===== src/rtl/window_gen_3x3_pkg.sv =====
// Shared definitions for the 3x3 sliding-window generator and its consumers.
// Holds the pixel width default, the window tap count and the window element index.
package window_gen_3x3_pkg;

  localparam int PIX_WIDTH = 8;
  localparam int WIN_TAPS  = 3;

  // Flat index of window element (r,c); r=0 is the top row, c=2 the newest column.
  function automatic int idx(input int r, input int c);
    return WIN_TAPS * r + c;
  endfunction

endpackage


===== src/rtl/window_gen_3x3_row_shift.sv =====
// One window row: a 3-deep WIDTH-bit shift register. Element 2 receives the
// newest tap, element 0 holds the oldest. Packed with element c at [c*WIDTH +: WIDTH].
module win_row_shift
  import window_gen_3x3_pkg::*;
#(
  parameter int WIDTH = PIX_WIDTH
) (
  input  logic                      clk,
  input  logic                      rst_n,
  input  logic                      en_i,
  input  logic [WIDTH-1:0]          tap_i,
  output logic [WIN_TAPS*WIDTH-1:0] row_o
);

  logic [WIN_TAPS*WIDTH-1:0] sh_q;

  // NOTE: sequential state uses non-blocking (<=) so every flop samples pre-edge values.
  always_ff @(posedge clk or negedge rst_n) begin
    if (!rst_n) begin
      sh_q <= '0;
    end else if (en_i) begin
      sh_q <= {tap_i, sh_q[WIN_TAPS*WIDTH-1:WIDTH]};
    end
  end

  assign row_o = sh_q;

endmodule


===== src/rtl/window_gen_3x3.sv =====
// Sliding 3x3 window generator fed by two chained line buffers.
// Define WIN_STRIDE2_EN to emit only stride-2 windows (even column start, even row).
module window_gen_3x3
  import window_gen_3x3_pkg::*;
#(
  parameter int WIDTH      = PIX_WIDTH,
  parameter int IMG_WIDTH  = 482,
  parameter int IMG_HEIGHT = 482
) (
  input  logic                      clk,
  input  logic                      rst_n,
  input  logic [WIDTH-1:0]          din_top,
  input  logic [WIDTH-1:0]          din_mid,
  input  logic [WIDTH-1:0]          din_bot,
  input  logic                      valid_in,
  output logic [9*WIDTH-1:0]        win_out,
  output logic                      valid_out,
  output logic                      frame_done
);

  localparam int CW = $clog2(IMG_WIDTH);
  localparam int RW = $clog2(IMG_HEIGHT);
  localparam logic [CW-1:0] COL_LAST = CW'(IMG_WIDTH - 1);
  localparam logic [RW-1:0] ROW_LAST = RW'(IMG_HEIGHT - 3);

  logic [CW-1:0] col_q, col_d;
  logic [RW-1:0] row_q, row_d;
  logic          valid_q, valid_d;
  logic          frame_q, frame_d;
  logic          col_last, row_last, win_ok;

  logic [WIDTH-1:0]          taps [WIN_TAPS];
  logic [WIN_TAPS*WIDTH-1:0] rows [WIN_TAPS];

  assign taps[0] = din_top;
  assign taps[1] = din_mid;
  assign taps[2] = din_bot;

  for (genvar r = 0; r < WIN_TAPS; r++) begin : g_row
    win_row_shift #(.WIDTH(WIDTH)) u_row (
      .clk   (clk),
      .rst_n (rst_n),
      .en_i  (valid_in),
      .tap_i (taps[r]),
      .row_o (rows[r])
    );
    for (genvar c = 0; c < WIN_TAPS; c++) begin : g_col
      assign win_out[idx(r, c)*WIDTH +: WIDTH] = rows[r][c*WIDTH +: WIDTH];
    end
  end

  assign col_last = (col_q == COL_LAST);
  assign row_last = (row_q == ROW_LAST);

  // Columns 0 and 1 only prime the shift registers, so windows never span two rows.
`ifdef WIN_STRIDE2_EN
  assign win_ok = (col_q >= CW'(2)) && !col_q[0] && !row_q[0];
`else
  assign win_ok = (col_q >= CW'(2));
`endif

  always_comb begin
    col_d   = col_q;
    row_d   = row_q;
    valid_d = 1'b0;
    frame_d = 1'b0;
    if (valid_in) begin
      col_d   = col_last ? '0 : col_q + CW'(1);
      valid_d = win_ok;
      frame_d = col_last && row_last;
      if (col_last) begin
        row_d = row_last ? '0 : row_q + RW'(1);
      end
    end
  end

  always_ff @(posedge clk or negedge rst_n) begin
    if (!rst_n) begin
      col_q   <= '0;
      row_q   <= '0;
      valid_q <= 1'b0;
      frame_q <= 1'b0;
    end else begin
      col_q   <= col_d;
      row_q   <= row_d;
      valid_q <= valid_d;
      frame_q <= frame_d;
    end
  end

  assign valid_out  = valid_q;
  assign frame_done = frame_q;

endmodule


===== config.mk =====
export PLATFORM = sky130hd
export DESIGN_NAME = window_gen_3x3
export DESIGN_NICKNAME = d
export VERILOG_FILES = /design/src/rtl/window_gen_3x3_pkg.sv /design/src/rtl/window_gen_3x3_row_shift.sv /design/src/rtl/window_gen_3x3.sv
export SDC_FILE = /design/constraint.sdc
export NUM_CORES = 1
export LEC_CHECK = 0
export ABC_AREA = 1
export BUFFER_PORTS_ARGS = -buffer_cell sky130_fd_sc_hd__buf_2
export CORE_MARGIN = 2
export CORE_UTILIZATION = 28
export CTS_CLUSTER_DIAMETER = 30
export DETAILED_ROUTE_END_ITERATION = 8
export PLACE_DENSITY = 0.56
export SLEW_MARGIN = 30
export SYNTH_ARGS = -nofsm -noshare
export SYNTH_HDL_FRONTEND = slang
export SYNTH_SLANG_ARGS = --single-unit

===== constraint.sdc =====
create_clock -name clk -period 3.65 [get_ports clk]
set_input_delay 0.73 -clock clk [delete_from_list [all_inputs] [get_ports clk]]
set_output_delay 0.73 -clock clk [all_outputs]
set_load 0.01 [all_outputs]

# After elaboration in Yosys (flattened, before gate mapping)
# Index checks and enable logic that the tools add are counted.
# W data, S select, Z words.
dict set report totals {
  out_inout_bits 74
  word_cells 18
  register_bits 92
}
dict set report op_classes {
  add_sub_neg 2
  mux 4
  order_cmp 1
  reduce_logical 2
  eq_ne 2
}
# cell n
set ops {}
lappend ops {{$add A9 B1 Y9 const B} 2}
lappend ops {{$eq A9 B9 Y1 const B} 2}
lappend ops {{$mux W9} 2}
lappend ops {{$ge A9 B2 Y1 const B} 1}
lappend ops {{$mux W1} 2}
lappend ops {{$reduce_and A2 Y1} 1}
lappend ops {{$logic_and A1 B1 Y1} 1}

# Logic depth before layout (Yosys ltp)
# Gate-level depths: netlist of run 1.
dict set report depth {
  word_depth 3
  mapped_depth 8
  mapped_depth_nobuf 8
}

# Cells and area by module
# From an unflattened synthesis of run 1, not the netlist that was laid out.
dict set report unflattened {
  hier_cells 458
  area_unflattened_um2 4112.7
}
# mod cells_per_inst seq_area_each_um2 instances area_per_inst_um2
set modules_own_cells {}
lappend modules_own_cells {win_row_shift 102 600.6 3 977.2}
lappend modules_own_cells {window_gen_3x3 152 500.5 1 1181.1}

# Worst setup path before layout of run 1
# Ideal clock, no wire load.
dict set report synth_path {
  kind {in2reg}
  start {input valid_in}
  end {register col_q[3]}
  setup_time_ns 0.079
  path_buffers 2
  path_slack_ns 2.217
  t_arrival_ns 1.354
  stages 5
  required_ns 3.571
  cell_sequence {buf_4 -> inv_2 -> buf_4 -> nor3_2 -> xor2_1}
}
# element line
set synth_rtl {}
lappend synth_rtl {{from (decl)} window_gen_3x3.sv:15} ;# input logic valid_in,
lappend synth_rtl {{to (signal assigned)} window_gen_3x3.sv:84} ;# col_q <= col_d;
lappend synth_rtl {{to (decl)} window_gen_3x3.sv:26} ;# logic [CW-1:0] col_q, col_d;

# Worst setup path after layout of run 1
dict set report layout_path {
  start {input valid_in}
  end {register row_q[8]}
}
dict set report layout_between {
  elab_chain_cells 1
}
# element line
set layout_lines {}
lappend layout_lines {{$reduce_and A2 Y1 (no line)} n/a}
lappend layout_lines {{to (signal assigned)} window_gen_3x3.sv:85} ;# row_q <= row_d;
lappend layout_lines {{to (decl)} window_gen_3x3.sv:27} ;# logic [RW-1:0] row_q, row_d;
# Every way passes these cells.
# A chain may end at the register's enable or synchronous reset.

==> results of run 1 <==
## synthesized netlist by cell type, types with 2 or more instances
| master | number | area share [%] |
|---|---|---|
| a21oi_1 | 3 | 0.39 |
| buf_2 | 11 | 1.4 |
| buf_4 | 2 | 0.39 |
| clkbuf_1 | 4 | 0.39 |
| dfrtp_1 | 92 | 60 |
| ha_1 | 4 | 1.3 |
| inv_1 | 22 | 2.1 |
| inv_2 | 3 | 0.29 |
| nand2_1 | 243 | 24 |
| nand2_2 | 2 | 0.32 |
| nand3_1 | 4 | 0.52 |
| nand3_2 | 2 | 0.52 |
| nand3b_1 | 2 | 0.39 |
| nand4_1 | 2 | 0.32 |
| nor2_1 | 13 | 1.3 |
| nor2_4 | 4 | 1.2 |
| nor3_1 | 3 | 0.39 |
| o21ai_0 | 20 | 2.6 |
| xor2_1 | 4 | 0.91 |
## where the power goes
part           internal [mW]  switching [mW]  leakage [nW]
combinational          0.156           0.254          1.38
clock                  0.480           0.390         0.143
sequential              1.14          0.0993          1.16
total                   1.78           0.743          2.69
## final cells by class
class | count | area, µm²
fill | 1410 | 8540
sequential | 92 | 2300
multi-input combinational | 313 | 1370
timing repair buffer | 105 | 541
clock buffer | 10 | 239
tap | 176 | 220
inverter | 25 | 93.8
clock inverter | 6 | 37.5
## layout by cell type, fill, tap and decap left out, types with 6 or more instances in the layout
| master | instances |
|---|---|
| buf_2 | 99 |
| buf_4 | 6 |
| clkbuf_16 | 9 |
| dfrtp_1 | 92 |
| inv_1 | 22 |
| nand2_1 | 243 |
| nor2_1 | 13 |
| o21ai_0 | 20 |
## worst max-delay path, stage by stage
cell     delay, ns
buf_2         0.09
buf_4         0.61
nand3_4       0.33
nor2_4        0.22
nand2_1       0.07
nand2_1       0.06
## path summary, 6_finish.rpt
path	startpoint	slack, ns	to
max reg2reg	col_q[1]	2.13	row_q[8]
max	valid_in	1.79	row_q[8]
max in group asynchronous	rst_n	2.49	g_row[0].u_row.row_o[0]
min reg2reg	g_row[1].u_row.row_o[6]	0.46	g_row[1].u_row.row_o[6]
min	rst_n	0.39	row_q[3]
min in group clk	g_row[1].u_row.row_o[6]	0.46	g_row[1].u_row.row_o[6]
## state kept, by name, indices dropped and copies added (netlist names)
name and flops:
g_row.u_row.row_o 72, valid_out 1, col_q 9, frame_done 1
row_q 9
## per-layer routing
metal / track usage (%) / part of all wire [%]
met2: 20.3 / 49
met5: 0 / 0
met4: 4.45 / 1.1
met3: 3.67 / 5.3
met1: 15.5 / 45
## cells by family after synthesis
kind of cell | share of synthesized area [%]
and+or+nand+nor | 29.8
DFF | 59.5
buffers and inverters | 4.92
AOI/OAI and AO/OA | 3.33
xor gates and xnor gates | 1.13
adders and majority gates | 1.29
==> summary.txt, run 1 <==
Status
  • Status: finished, final reports clean

STA
  • Final Hold Slack: 0.389 ns
  • Sum of negative setup slack: 0 ns
  • Final setup fails: 0
  • Setup ws final: 1.79 ns
  • Hold violation count in the final report: 0
  • Least-Margin Pin Slew: 0.765 ns
  • Period utilization: 51.0%
  • RSZ-0062 raised after global routing: no
  • Min Tclk post-route: 1.86 ns
  • Fmax: 0.537 GHz
  • Slew Viols, Final: 0
  • Max Clock Skew: 0.00767 ns
  • Relative slew slack: 49.0%

Power
  • PwrDens: 525 nW/µm²
  • Power Total: 2.52 mW
  • Max VDD drop: 0.238 mV
  • LEAKAGE: 2.69 nW

Clock network
  • Worst skew pair latency: 0.34 ns
  • Hold Buf Count CTS: 0
  • CTS Root Buffer Type: clkbuf_16
  • Clk buf depth: 2
  • CTS H-tree depth: 3
  • Clock sink count: 92
  • Reg clk slew, reported paths: 0.06 ns
  • Postcts setup bufs: 0
  • Cts repair resizes: 0
  • CTS tree: yes
  • Cts bufs inserted: 9

Logic synthesis
  • Netlist cell types: 27
  • Post-Syn Nets: 479
  • Post-synth EDFFs: 0
  • Post-synth top flop: dfrtp_1
  • Syn Area/Cell: 8.63 µm²
  • Post-synthesis sequential element count: 92
  • Yosys warns: 0
  • Post-synthesis sequential area ratio: 59.5%
  • Synth Instances: 448
  • Mapped Area: 3870 µm²
  • Ys async rst share: 100%

Routing
  • Post-Route WL: 8400 µm
  • Per-cell routed wire length: 11.6 µm
  • DR pass1 iterations: 4
  • Via density: 4.25
  • Post-DRT Antenna Nets: 0
  • Initial DRC count: 154
  • Remaining routing DRC violations: 0
  • DR vias: 3092

Flow run
  • Max_cap viols: 0

Place
  • Cell Area, Placed: 4530 µm²
  • Port buffer count: 100
  • Number of placed cells counting well taps: 711
  • Pre-CTS setup slack: 1.40 ns
  • Final Wtd Congestion: 0.737
  • Hpwl dp: 5790 µm

Critical path
  • Worst Path Arrival: 2.13 ns
  • Worst Setup Start Kind: primary input
  • Worst endpoint required time: 3.92 ns
  • Setup CP Type: primary input to flip-flop
  • Crit path capture type: flip-flop
  • Crit path max fanout: 79
  • R2R cell count: 8

GRT
  • GRT Resource Usage Total: 12.4%
  • Initial antenna violation count: 0
  • Largest net degree at the start of global routing: 80
  • First-pass GRT wire length: 14500 µm
  • Vias in the first global route: 3032
  • Total gr overflow: 0

Layout
  • Nets: 577
  • Area added between synthesis and finish: 24.3%
  • Util after Layout: 36.0%
  • Post-route cell area: 4810 µm²
  • Ant. Diodes: 0
  • Layout Cells excl Fill: 727
  • Share of post-route cells with drive strength above 1: 24.7%

Floorplan
  • Rows: 42
  • CORE AREA: 13300 µm²
  • Initial Util: 29.0%
  • Full die area: 14800 µm²
  • Die H: 122 µm
  • DIE WIDTH: 122 µm
  • Io pins: 101

Hold path
  • Hold crit path type: primary input to async pin
No activity file was read; power rests on OpenSTA's default activity.
==> inputs of run 2 (changes only) <==
--- a/config.mk
+++ b/config.mk
@@ -5,7 +5,7 @@
 export SDC_FILE = /design/constraint.sdc
 export NUM_CORES = 1
 export LEC_CHECK = 0
-export ABC_AREA = 1
+export ABC_AREA = 0
 export BUFFER_PORTS_ARGS = -buffer_cell sky130_fd_sc_hd__buf_2
 export CORE_MARGIN = 2
 export CORE_UTILIZATION = 28
==> constraint.sdc (replaced) <==
create_clock -name clk -period 1.9 [get_ports clk]
set_input_delay 0.38 -clock clk [delete_from_list [all_inputs] [get_ports clk]]
set_output_delay 0.38 -clock clk [all_outputs]
set_load 0.01 [all_outputs]
==> run 2 against run 1 <==
  * The run now ends with negative setup slack left
  * First-iteration DRC count shrank 66%
  * Hold slack lost 0.12 ns
  * Routed wire length shrank 19%
  * Worst setup slack lost 1.8 ns
  * Non-clock buffer count grew 15
  * Clock-buffer cell count grew 2
  * Design area shrank 0.70%
  * Register-to-register slack lost 2.2 ns
  * Largest cell class unchanged
==> summary.txt, run 2 <==
Routing
  • Per-cell routed wire length: 12.3 µm (+6.8%)
  • Via density: 4.39 (+3.1%)
  • Initial DRC count: 53 (-66%)
  • DR pass1 iterations: 4 (unchanged)
  • DR vias: 2412 (-22%)
  • Remaining routing DRC violations: 0 (unchanged)
  • Post-DRT Antenna Nets: 0 (unchanged)
  • Post-Route WL: 6790 µm (-19%)

STA
  • Slew Viols, Final: 0 (unchanged)
  • Hold violation count in the final report: 0 (unchanged)
  • Fmax: 0.518 GHz
  • Setup ws final: -0.0294 ns (-1.82 ns)
  • Least-Margin Pin Slew: 0.647 ns (-0.118 ns)
  • RSZ-0062 raised after global routing: yes
  • Min Tclk post-route: 1.93 ns
  • Final setup fails: 1 (+1)
  • Period utilization: 102%
  • Final Hold Slack: 0.272 ns (-0.117 ns)
  • Max Clock Skew: 0.00106 ns (-0.00660 ns)
  • Relative slew slack: 56.9% (+7.9 points)

Logic synthesis
  • Post-synthesis sequential area ratio: 63.0% (+3.4 points)
  • Post-synth top area share: 63.0% (+3.4 points)
  • Yosys warns: 0 (unchanged)
  • Syn Area/Cell: 14.3 µm² (+65%)
  • Ys async rst share: 100% (unchanged)
  • Post-synth top flop: dfrtp_1
  • Mapped Area: 3650 µm² (-5.5%)
  • Post-Syn Nets: 287 (-40%)
  • Netlist cell types: 29 (+7.4%)
  • Post-synthesis sequential element count: 92 (unchanged)
  • Largest cells by area after synthesis: dfrtp_1, mux2_2, ha_1
  • Post-synth EDFFs: 0 (unchanged)
  • Most frequent cell after synthesis: dfrtp_1
  • Synth area leader: dfrtp_1
  • Top post-synthesis cells by count: dfrtp_1, mux2_2, nand2_1, inv_1, o21ai_0
  • Synth Instances: 256 (-43%)

Layout
  • Share of post-route cells with drive strength above 1: 55.0% (+30 points)
  • Most frequent cells in the layout: buf_2, dfrtp_1, mux2_2
  • Fill cells: 1248 (-11%)
  • Nets: 408 (-29%)
  • Area of the multi-input gates: 1300 µm² (-5.3%)
  • Ant. Diodes: 0 (unchanged)
  • Most common cell after layout, fill and taps aside: buf_2
  • Layout Cells excl Fill: 550 (-24%)
  • Max FFs per register: 72 (unchanged)
  • Area added between synthesis and finish: 30.6%
  • Register area: 2300 µm² (unchanged)

Place
  • Port buffer count: 100 (unchanged)
  • Hpwl dp: 4870 µm (-16%)
  • Number of placed cells counting well taps: 535 (-25%)
  • Final Wtd Congestion: 0.757 (+2.6%)
  • Pre-CTS setup slack: -0.0420 ns (-1.44 ns)

Power
  • LEAKAGE: 2.20 nW (-18%)
  • PwrDens: 1040 nW/µm² (+98%)
  • Max VDD drop: 0.503 mV (+110%)
  • Power Total: 4.96 mW (+97%)

GRT
  • Initial antenna violation count: 0 (unchanged)
  • Largest net degree at the start of global routing: 53 (-34%)
  • Total gr overflow: 0 (unchanged)
  • Vias in the first global route: 2485 (-18%)
  • GRT Resource Usage Total: 10.6% (-1.8 points)
  • First-pass GRT wire length: 11800 µm (-19%)

Clock network
  • CTS H-tree depth: 3 (unchanged)
  • Clk buf depth: 2 (unchanged)
  • Worst skew pair latency: 0.33 ns (about the same)
  • Clock sink count: 92 (unchanged)
  • CTS tree: yes
  • Cts bufs inserted: 9 (unchanged)
  • Reg clk slew, reported paths: 0.06 ns (about the same)
  • CTS Root Buffer Type: clkbuf_16

Critical path
  • Setup CP Type: flip-flop to flip-flop
  • Worst Path Arrival: 2.20 ns (+0.07 ns)
  • Worst endpoint required time: 2.17 ns (-1.75 ns)
  • Crit path capture type: flip-flop
  • Worst Setup Start Kind: flip-flop
  • Crit path max fanout: 3 (-96%)

Floorplan
  • Full die area: 14000 µm² (-5.3%)
  • Rows: 41 (-2.4%)
  • CORE AREA: 12700 µm² (-5.1%)
  • Die H: 118 µm (-2.7%)
  • Io pins: 101 (unchanged)
  • DIE WIDTH: 118 µm (-2.7%)
  • Initial Util: 28.8% (-0.12 points)

Flow run
  • Max_cap viols: 0 (unchanged)

Status
  • Status: finished, violations left
  • Failing checks: negative setup slack

Hold path
  • Hold crit path type: primary input to flip-flop
-- run 2: path summary, 6_finish.rpt --
check                           start  slack (ns)                  endpoint  depth (start not counted)
max                          col_q[4]       -0.03                  row_q[5]                          4
min reg2reg                  row_q[4]        0.47                  row_q[4]                          1
min                        din_top[2]        0.27  g_row[0].u_row.row_o[18]                          2
max reg2reg                  col_q[4]       -0.03                  row_q[5]                          4
max in group asynchronous       rst_n        0.79   g_row[2].u_row.row_o[4]                          3
min in group asynchronous       rst_n        0.45                  row_q[3]                          2
-- run 2: what timing repair did --
item | CTS | global route
endpoints found under the hold margin | 11 | 0
pin swaps | 2 | 1
hold buffers | 1 | 0
gates resized for setup | 5 | 5
setup buffers | 1 | 1
setup endpoints to repair | 5 | 5
-- run 2: kinds of logic (layout without fill, tap and decap cells) --
logic type	Yosys count	count (layout)	share of synthesized area [%]
buffers and inverters	18	140	2.05
multiplexers	72	72	22.2
AND/OR/NAND/NOR	48	48	7.50
AO/OA/AOI/OAI	15	15	2.23
adder cells (fa/ha/maj)	4	4	1.37
flip-flops	92	92	63.0
XOR/XNOR	7	7	1.68
-- run 2: routing by layer --
layer | global-route usage [%] | share of wire (%) | vias to the layer above
met3 | 5.60 | 8.0 | 6
met2 | 16.8 | 47 | 67
met4 | 3.39 | 1.2 | 0
met1 | 12.3 | 44 | 1198
li1 | - | - | 1141
met5 | 0 | 0 | -
-- run 2: area by class of cell --
class / count / share of cell area [%]
repair buffers: 120 / 14.2
well taps: 172 / 4.51
inverters: 8 / 0.629
flip-flops and latches: 92 / 48.2
multi-input cells: 146 / 27.3
clock buffers: 12 / 5.16
-- run 2: stage by stage --
stage	instance area, µm²	utilization, %	TNS [ns]
after detailed placement	4470	35.3	-0.116
final	4770	37.7	-0.0294
after global placement	4470	35.3	-0.0265
after CTS	4740	37.4	-0.0196
after global routing	4770	37.7	-0.231
after floorplan	3650	-	-0.0111
-- run 2: report_power, final --
part,internal (mW),leakage [nW],switching (mW)
Combinational,0.544,0.984,0.460
Clock,0.893,0.120,0.650
Sequential,2.25,1.10,0.169
Total,3.69,2.20,1.28
-- run 2: critical path, cell delays in order, from the launching register on --
cell	delay, ns
dfrtp_1	0.37
or3_4	0.39
or4_4	0.54
or4b_4	0.50
nand2_2	0.08
